===== config.mk =====
export PLATFORM = sky130hd
export DESIGN_NAME = machine_timer
export DESIGN_NICKNAME = d
export VERILOG_FILES = /design/src/rtl/machine_timer.sv
export SDC_FILE = /design/constraint.sdc
export NUM_CORES = 1
export LEC_CHECK = 0
export BUFFER_PORTS_ARGS = -buffer_cell sky130_fd_sc_hd__buf_4
export CAP_MARGIN = 10
export CORE_ASPECT_RATIO = 1.5
export CORE_MARGIN = 8
export CORE_UTILIZATION = 55
export DETAILED_ROUTE_END_ITERATION = 10
export GPL_TIMING_DRIVEN = 0
export PLACE_DENSITY = 0.79
export SLEW_MARGIN = 20
export SYNTH_ARGS = -nofsm -noshare
export SYNTH_HDL_FRONTEND = slang
export SYNTH_SLANG_ARGS = --single-unit

===== constraint.sdc =====
create_clock -name clk -period 4.49 [get_ports clk]
set_clock_uncertainty 0.05 [all_clocks]
set_input_delay 0.2245 -clock clk [delete_from_list [all_inputs] [get_ports clk]]
set_output_delay 0.2245 -clock clk [all_outputs]
set_load 0.03 [all_outputs]

===== src/rtl/machine_timer.sv =====
`default_nettype none
// ============================================================================
// Module   : machine_timer
// Summary  : Bus-slave machine timer: 64-bit mtime with prescaler, 64-bit
//            mtimecmp and a level interrupt while mtime >= mtimecmp.
//            Optional macro MACHINE_TIMER_SNAPSHOT_EN adds a coherent
//            lo-then-hi read shadow for mtime_hi.
// Revision : 1.0 - initial release
// ============================================================================
module machine_timer #(
   parameter logic [31:0] BASE_ADDR  = 32'h4000_0000,
   parameter int          PRESCALE_W = 16
) (
   input  logic        clk,
   input  logic        rst,
   input  logic [31:0] bus_address,
   input  logic [31:0] bus_write_data,
   input  logic [3:0]  bus_byte_enable,
   input  logic        bus_write_enable,
   input  logic        bus_read_enable,
   output logic [31:0] bus_read_data,
   output logic        bus_busy,
   output logic        timer_interrupt_request
);

   localparam logic [2:0] OFF_MTIME_LO = 3'd0;
   localparam logic [2:0] OFF_MTIME_HI = 3'd1;
   localparam logic [2:0] OFF_CMP_LO   = 3'd2;
   localparam logic [2:0] OFF_CMP_HI   = 3'd3;
   localparam logic [2:0] OFF_CTRL     = 3'd4;

   logic                  sel;
   logic                  wr_hit;
   logic                  rd_hit;
   logic [2:0]            offset;
   logic [31:0]           wmask;
   logic [31:0]           ctrl_word;
   logic                  tick;

   logic [63:0]           mtime_q, mtime_d;
   logic [63:0]           mtimecmp_q, mtimecmp_d;
   logic                  enable_q, enable_d;
   logic [PRESCALE_W-1:0] div_q, div_d;
   logic [PRESCALE_W-1:0] pcnt_q, pcnt_d;
   logic                  irq_q, irq_d;
`ifdef MACHINE_TIMER_SNAPSHOT_EN
   logic [31:0]           shadow_q, shadow_d;
`endif

   logic unused_addr_lsbs;
   assign unused_addr_lsbs = &{1'b0, bus_address[1:0]};

   function automatic logic [31:0] merge_bytes(input logic [31:0] old_v,
                                                input logic [31:0] new_v,
                                                input logic [31:0] mask);
      return (old_v & ~mask) | (new_v & mask);
   endfunction

   always_comb begin
      sel       = (bus_address[31:5] == BASE_ADDR[31:5]);
      offset    = bus_address[4:2];
      wr_hit    = sel & bus_write_enable;
      rd_hit    = sel & bus_read_enable;
      wmask     = {{8{bus_byte_enable[3]}}, {8{bus_byte_enable[2]}},
                   {8{bus_byte_enable[1]}}, {8{bus_byte_enable[0]}}};
      ctrl_word = (32'(div_q) << 16) | {31'd0, enable_q};
      tick      = enable_q & (pcnt_q == div_q);
   end

   always_comb begin
      mtime_d    = mtime_q;
      mtimecmp_d = mtimecmp_q;
      enable_d   = enable_q;
      div_d      = div_q;
      pcnt_d     = pcnt_q;

      if (enable_q) begin
         pcnt_d = tick ? '0 : pcnt_q + 1'b1;
      end
      if (tick) begin
         mtime_d = mtime_q + 64'd1;
      end

      // A write to either mtime half replaces the increment and restarts the prescaler.
      if (wr_hit) begin
         case (offset)
            OFF_MTIME_LO: begin
               mtime_d = {mtime_q[63:32], merge_bytes(mtime_q[31:0], bus_write_data, wmask)};
               pcnt_d  = '0;
            end
            OFF_MTIME_HI: begin
               mtime_d = {merge_bytes(mtime_q[63:32], bus_write_data, wmask), mtime_q[31:0]};
               pcnt_d  = '0;
            end
            OFF_CMP_LO: begin
               mtimecmp_d[31:0] = merge_bytes(mtimecmp_q[31:0], bus_write_data, wmask);
            end
            OFF_CMP_HI: begin
               mtimecmp_d[63:32] = merge_bytes(mtimecmp_q[63:32], bus_write_data, wmask);
            end
            OFF_CTRL: begin
               if (bus_byte_enable[0]) begin
                  enable_d = bus_write_data[0];
               end
               for (int i = 0; i < PRESCALE_W; i++) begin
                  if (wmask[16+i]) begin
                     div_d[i] = bus_write_data[16+i];
                  end
               end
            end
            default: begin
            end
         endcase
      end

      irq_d = (mtime_d >= mtimecmp_d);
   end

`ifdef MACHINE_TIMER_SNAPSHOT_EN
   always_comb begin
      shadow_d = shadow_q;
      if (rd_hit && (offset == OFF_MTIME_LO)) begin
         shadow_d = mtime_q[63:32];
      end
   end
`endif

   always_comb begin
      bus_read_data = '0;
      if (rd_hit) begin
         case (offset)
            OFF_MTIME_LO: bus_read_data = mtime_q[31:0];
`ifdef MACHINE_TIMER_SNAPSHOT_EN
            OFF_MTIME_HI: bus_read_data = shadow_q;
`else
            OFF_MTIME_HI: bus_read_data = mtime_q[63:32];
`endif
            OFF_CMP_LO:   bus_read_data = mtimecmp_q[31:0];
            OFF_CMP_HI:   bus_read_data = mtimecmp_q[63:32];
            OFF_CTRL:     bus_read_data = ctrl_word;
            default:      bus_read_data = '0;
         endcase
      end
   end

   always_ff @(posedge clk or posedge rst) begin
      if (rst) begin
         mtime_q    <= '0;
         mtimecmp_q <= '1;
         enable_q   <= 1'b0;
         div_q      <= '0;
         pcnt_q     <= '0;
         irq_q      <= 1'b0;
`ifdef MACHINE_TIMER_SNAPSHOT_EN
         shadow_q   <= '0;
`endif
      end else begin
         mtime_q    <= mtime_d;
         mtimecmp_q <= mtimecmp_d;
         enable_q   <= enable_d;
         div_q      <= div_d;
         pcnt_q     <= pcnt_d;
         irq_q      <= irq_d;
`ifdef MACHINE_TIMER_SNAPSHOT_EN
         shadow_q   <= shadow_d;
`endif
      end
   end

   assign bus_busy                = 1'b0;
   assign timer_interrupt_request = irq_q;

endmodule
`default_nettype wire

# --- Word-level counts from Yosys, hierarchy flattened ---
# Cells that the tools add are included.
totals:
  regBits: 162
  elab_cells: 47
  in_bits: 72
  out_inout_bits: 34
op_classes:
  reduce_logical: 5
  muxes: 12
  n_addsub: 2
  bitwise_logic: 14
  n_eq_ne: 6
  order_cmp: 1
op_table:
  columns: ["op", "count"]
  rows:
  - ["$mux 64", 3]
  - ["$and 32x32->32", 5]
  - ["$pmux 32 s5", 1]
  - ["$or 32x32->32", 4]
  - ["$pmux 64 s2", 1]
  - ["$mux 32", 3]
  - ["$add 64x1->64 const B", 1]
  - ["$ge 64x64->1", 1]
  - ["$mux 16", 4]
  - ["$not 32->32", 1]
  - ["$or 32x1->32", 1]
  - ["$eq 27x26->1 const B", 1]
  - ["$add 16x1->16 const B", 1]
  - ["$eq 16x16->1", 1]
  - ["$reduce_and 3->1", 3]
  - ["$eq 3x2->1 const B", 2]
  - ["$and 1x1->1", 3]
  - ["$eq 3x1->1 const B", 1]
  - ["$eq 3x3->1 const B", 1]
  - ["$logic_not 3->1", 1]
  - ["$reduce_or 2->1", 1]

# --- Logic depth before layout (Yosys ltp) ---
logic_depth:
  depth_word: 6
  mapped_depth: 18
  depth_no_buf: 15

# --- Least setup slack after synthesis ---
# No wires, ideal clock.
synth_timing:
  path_type: "flip-flop to flip-flop"
  startpoint: "register mtime_q[15]"
  endpoint: "register irq_q (netlist: timer_interrupt_request)"
  setup_ps: 120
  arrival_ps: 3531
  path_stages_with_launch: 16
  path_buffers: 0
  synth_period_minus_slack_ps: 3701
  required_ps: 4320
  path_slack_ps: 789
  cell_sequence: "dfrtp_1 nand4_2 or4_4 nor2_8 and4_1 nand4_1 o211ai_1 o311ai_1 ha_1 a21o_1 a21o_1 a21oi_1 o21ai_0 a2111oi_0 o21bai_1 a31o_2"
synth_between:
  elab_chain_cells: 5
  elab_cells_between_ends: 7
  cone_classes: "add/sub (1); order compare (1); mux (3); bitwise (2)"
synth_lines:
  columns: ["item", "line_no", "text"]
  rows:
  - ["start, declared", "40", "logic [63:0] mtime_q, mtime_d;"]
  - ["start signal, assigned", "158", "mtime_q <= mtime_d;"]
  - ["$add 64x1->64 *", "81", "mtime_d = mtime_q + 64'd1;"]
  - ["$mux 64 *", "80", "if (tick) begin"]
  - ["$pmux 64 s2", "86", "case (offset)"]
  - ["$mux 64 *", "85", "if (wr_hit) begin"]
  - ["via mtime_d[49]", "40", null]
  - ["$ge 64x64->1 *", "116", "irq_d = (mtime_d >= mtimecmp_d);"]
  - ["via irq_d", "45", "logic irq_q, irq_d;"]
  - ["end signal, assigned", "163", "irq_q <= irq_d;"]
  - ["end, declared", "45", null]
# Mark *: on every way through the listed nets, which the timed path passes. The rest lies on a longest branch.
# A chain may end at the register's enable or synchronous reset.

# --- Worst setup path after layout ---
layout_timing:
  startpoint: "register mtime_q[12]"
  endpoint: "register irq_q (netlist: timer_interrupt_request)"
# The elaborated chain is that of the path after synthesis.

==> impl_metrics.csv <==
group,metric,value,unit
status,status,"complete, but fails checks",
status,violations,"setup timing",
worst_hold_path,holdCritStartpoint,"bus_write_data[7]",
floorplan,die_y,188,um
synth,synth_ff_type,"dfrtp_1",
setup_path,worst-path-stages,16,
synth,synth_top_family_by_area,"compound AO/OA/AOI/OAI gates",
floorplan,num_io_pins,106,
clocking,clk_path_buf_depth,2,
synth,yosysSeqAreaShare,37.9,%
route,routedWlPerCell,25.2,um
sta,tightest_slew,1.08,ns
placed_design,gp_congestion,1.00,
route,viasPerCell,6.78,
final_layout,fin_nets,1482,
route,drtAntennaViolNets,0,
global_routing,grt_overflow,0,
run,max-cap-violations,0,
clocking,cts_tree,"yes",
floorplan,core_area,0.0196,mm2
sta,hold_viol,0,
final_layout,fill_cells,1602,
setup_path,timing.rr.start,"mtime_q[12]$_DFF_PP0_",
clocking,cts-buffers-inserted,17,
route,drc,0,
placed_design,hpwl,30.0,mm
clocking,cts_root_buffer,"clkbuf_16",
final_layout,drive_gt1_share,26.3,%
setup_path,crit_path_max_fanout,7,
setup_path,crit_path_cell_trace,"nand4_1 -> or4_4 -> nor2_8 -> and4_2 -> nand4_1 -> buf_4 -> o211ai_1 -> o311ai_2 -> ha_1 -> a21o_1 -> a21o_1 -> a21oi_1 -> o21ai_1 -> a2111oi_2 -> o21bai_1 -> a31o_2",
setup_path,end_kind,"flip-flop",
synth,yosysUniqueCellTypes,70,
synth,syn_area,0.0109,mm2
sta,fin_crit_sh,102,%
sta,final.setup.worst_slack,-0.0808,ns
worst_hold_path,hp-class,"in -> reg",
synth,synthArstFlopShare,100,%
setup_path,required,4.78,ns
synth,synth_xor_area_share,2.81,%
worst_hold_path,whs_path_depth,2,
sta,fin_crit,4.57,ns
synth,syn_inst,1189,
sta,setup_viol,1,
global_routing,grt_use_met2,53.4,%
global_routing,grt_pass1_wl,62.4,mm
floorplan,start_util,55.5,%
synth,synthMuxAreaShare,10.0,%
synth,synth_edf_count,0,
route,first_pass_iters,8,
synth,synth_area_per_cell,9.17,um2
global_routing,grt_util_all_layers,33.5,%
floorplan,rows,63,
setup_path,max_stage_delay,0.58,ns
floorplan,die_x,131,um
pwr,p_leak,5.51,nW
pwr,ir_drop,227,uV
setup_path,startpoint,"mtime_q[12]$_DFF_PP0_",
setup_path,setup.worst_path.start_class,"flip-flop",
synth,synth-seq-cells,162,
global_routing,grt.met1_usage,38.2,%
synth,yosysWarnings,0,
route,wl,40.7,mm
global_routing,top_usage_layer,"met2",
setup_path,r2r_slack,-0.08,ns
setup_path,crit_type,"reg -> reg",
route,via_count,10968,
setup_path,r2r_cells,16,
clocking,htree_levels,4,
setup_path,cpMaxStageDelayCell,"or4_4",
setup_path,path_buf_inv,1,
setup_path,path_delay_family,"compound AO/OA/AOI/OAI gates",
global_routing,grt_pass1_vias,11043,
synth,synthAdderAreaFrac,7.58,%
global_routing,grt_start_max_net_pins,36,
sta,hold_slack,0.00704,ns
sta,slew_violations,0,
global_routing,use_met3,7.30,%
final_layout,multiInputGateArea,0.00652,mm2
synth,synth_compound_area_share,18.8,%
pwr,p_per_area,245,mW/mm2
synth,synth_top_area_share,22.5,%
route,drtIter0Drc,1446,
sta,slew_headroom,28.1,%
clocking,clk_pin_slew_worst_paths,0.07,ns
placed_design,pre_cts_slack,-1.03,ns
synth,synth.largest_area_cell,"dfrtp_1",
global_routing,antenna_found_initial,2,
synth,synthSimpleGateAreaFrac,18.5,%
synth,syn_nets,1327,
clocking,worstSkewPairLatency,0.45,ns
floorplan,dieArea,0.0247,mm2
final_layout,register_area,0.00414,mm2
clocking,cts_sinks,162,
sta,max_freq,219,MHz
setup_path,arrival,4.86,ns
final_layout,syn_to_final_growth,20.9,%
synth,synth_area_leaders,"dfrtp_1, dfstp_2, ha_1",
placed_design,io_buffers,101,
==> kinds of logic (layout without fill, tap and decap cells) <==
kind of cell / Yosys count / count (layout)
XOR/XNOR: 35 / 35
AND/OR/NAND/NOR: 383 / 383
adder cells (fa/ha/maj): 66 / 66
other: 1 / 2
multiplexers: 101 / 101
buffers and inverters: 120 / 288
flip-flops: 162 / 162
AO/OA/AOI/OAI: 321 / 321
==> layout by cell type (no fill, tap or decap), types with 4 or more instances in the layout <==
cell type / synthesis / final
nand3b_1: 4 / 4
buf_2: 12 / 11
nand3_1: 39 / 37
nor2_1: 102 / 96
dfstp_2: 64 / 64
o21ai_0: 51 / 46
inv_1: 72 / 71
and3_1: 31 / 31
nor3_1: 23 / 21
a22oi_1: 45 / 44
and4_1: 12 / 10
mux2i_1: 45 / 45
bufinv_16: 0 / 4
o31ai_1: 7 / 7
clkinvlp_4: 0 / 7
a21o_1: 15 / 15
buf_12: 0 / 5
o21ai_1: 2 / 6
nor3b_1: 5 / 5
o211ai_1: 9 / 9
a21oi_1: 111 / 109
nand4_1: 29 / 29
ha_1: 66 / 66
o211a_1: 4 / 4
xnor2_1: 24 / 22
nor2_2: 8 / 11
mux2_2: 55 / 55
and2_1: 8 / 8
dlygate4sd3_1: 0 / 4
a211oi_1: 21 / 16
xor2_1: 11 / 11
a31oi_1: 12 / 12
clkbuf_1: 32 / 31
buf_4: 1 / 129
nand2_1: 87 / 86
clkbuf_16: 0 / 17
a311oi_1: 10 / 9
dfrtp_1: 98 / 97
nor4_1: 9 / 8
a211oi_2: 0 / 4
==> report_power, final <==
group	internal, mW	switching [mW]	leakage (nW)
Clock	0.929	0.645	0.282
Combinational	0.0685	0.123	3.35
Sequential	1.46	0.0000000609	1.88
Total	2.46	0.768	5.51
==> synthesized netlist by cell type (3+ instances only) <==
cell type,instances
o21ai_0,51
nand3b_1,4
o41ai_1,5
xnor2_1,24
nand3_1,39
clkbuf_1,32
and2_1,8
nand4_1,29
o21bai_1,3
mux2i_1,45
and3_1,31
dfstp_2,64
nor4_1,9
buf_2,12
a21o_1,15
mux2_2,55
nor2_2,8
nand2b_1,3
inv_1,72
ha_1,66
nor2_1,102
o311ai_1,3
xor2_1,11
o211ai_1,9
nor3b_1,5
o32ai_1,3
nor2b_1,3
nor3_1,23
dfrtp_1,98
a22oi_1,45
a31oi_1,12
nand2_1,87
a21oi_1,111
a211oi_1,21
o31ai_1,7
and4_1,12
o211a_1,4
a221oi_1,3
a311oi_1,10
==> through the flow <==
stage | std cells | area, um2 | total power, mW | utilization (%) | TNS, ns
finish | 1618 | 13200 | 3.23 | 67.1 | -0.0808
global route | 1618 | 13200 | 3.30 | 67.1 | -0.237
CTS | 1604 | 12900 | 3.23 | 65.8 | 0
detailed placement | 1555 | 12100 | 1.67 | 61.6 | -1.03
global placement | 1550 | 12000 | 1.66 | 61.1 | -1.08
floorplan | 1189 | 10900 | 1.55 | - | 0
==> worst paths after layout <==
check | endpoint
min reg2reg | div_q[7]$_DFFE_PP0P_
max reg2reg | timer_interrupt_request$_DFF_PP0_
max in group asynchronous | mtimecmp_q[9]$_DFF_PP1_
min | mtimecmp_q[7]$_DFF_PP1_
max | timer_interrupt_request$_DFF_PP0_
min in group asynchronous | div_q[12]$_DFFE_PP0P_
==> timing repair <==
item / CTS / global route
endpoints found under the hold margin: 50 / 0
buffers inserted: 13 / 13
hold buffers: 4 / 0
endpoints found under the setup margin: 1 / 1
resized for setup: 20 / 37
pin swaps: 11 / 12
==> sequential cells by signal, indices dropped and copies added, names as in the netlist <==
signal / flops
div_q: 16
enable_q: 1
timer_interrupt_request: 1
mtimecmp_q: 64
pcnt_q: 16
mtime_q: 64
==> final cells by class <==
cell class              instances  area share [%]
flip-flops and latches        162            31.4
clock buffers                  19            3.29
well taps                     260            2.47
repair buffers                136            8.30
multi-input cells             907            49.5
inverters                      73            2.11
clock inverters                13            1.40
plain buffers                  47            1.58
diodes                          1          0.0190
==> metal layers <==
metal / routed length, um / share of wire, % / vias up
met5: 10 / 0.025 / -
met4: 3200 / 7.8 / 2
met3: 3460 / 8.5 / 230
met2: 19800 / 49 / 709
met1: 14200 / 35 / 5315
li1: - / - / 4712
Note: power is estimated with default switching activity, not from simulation.
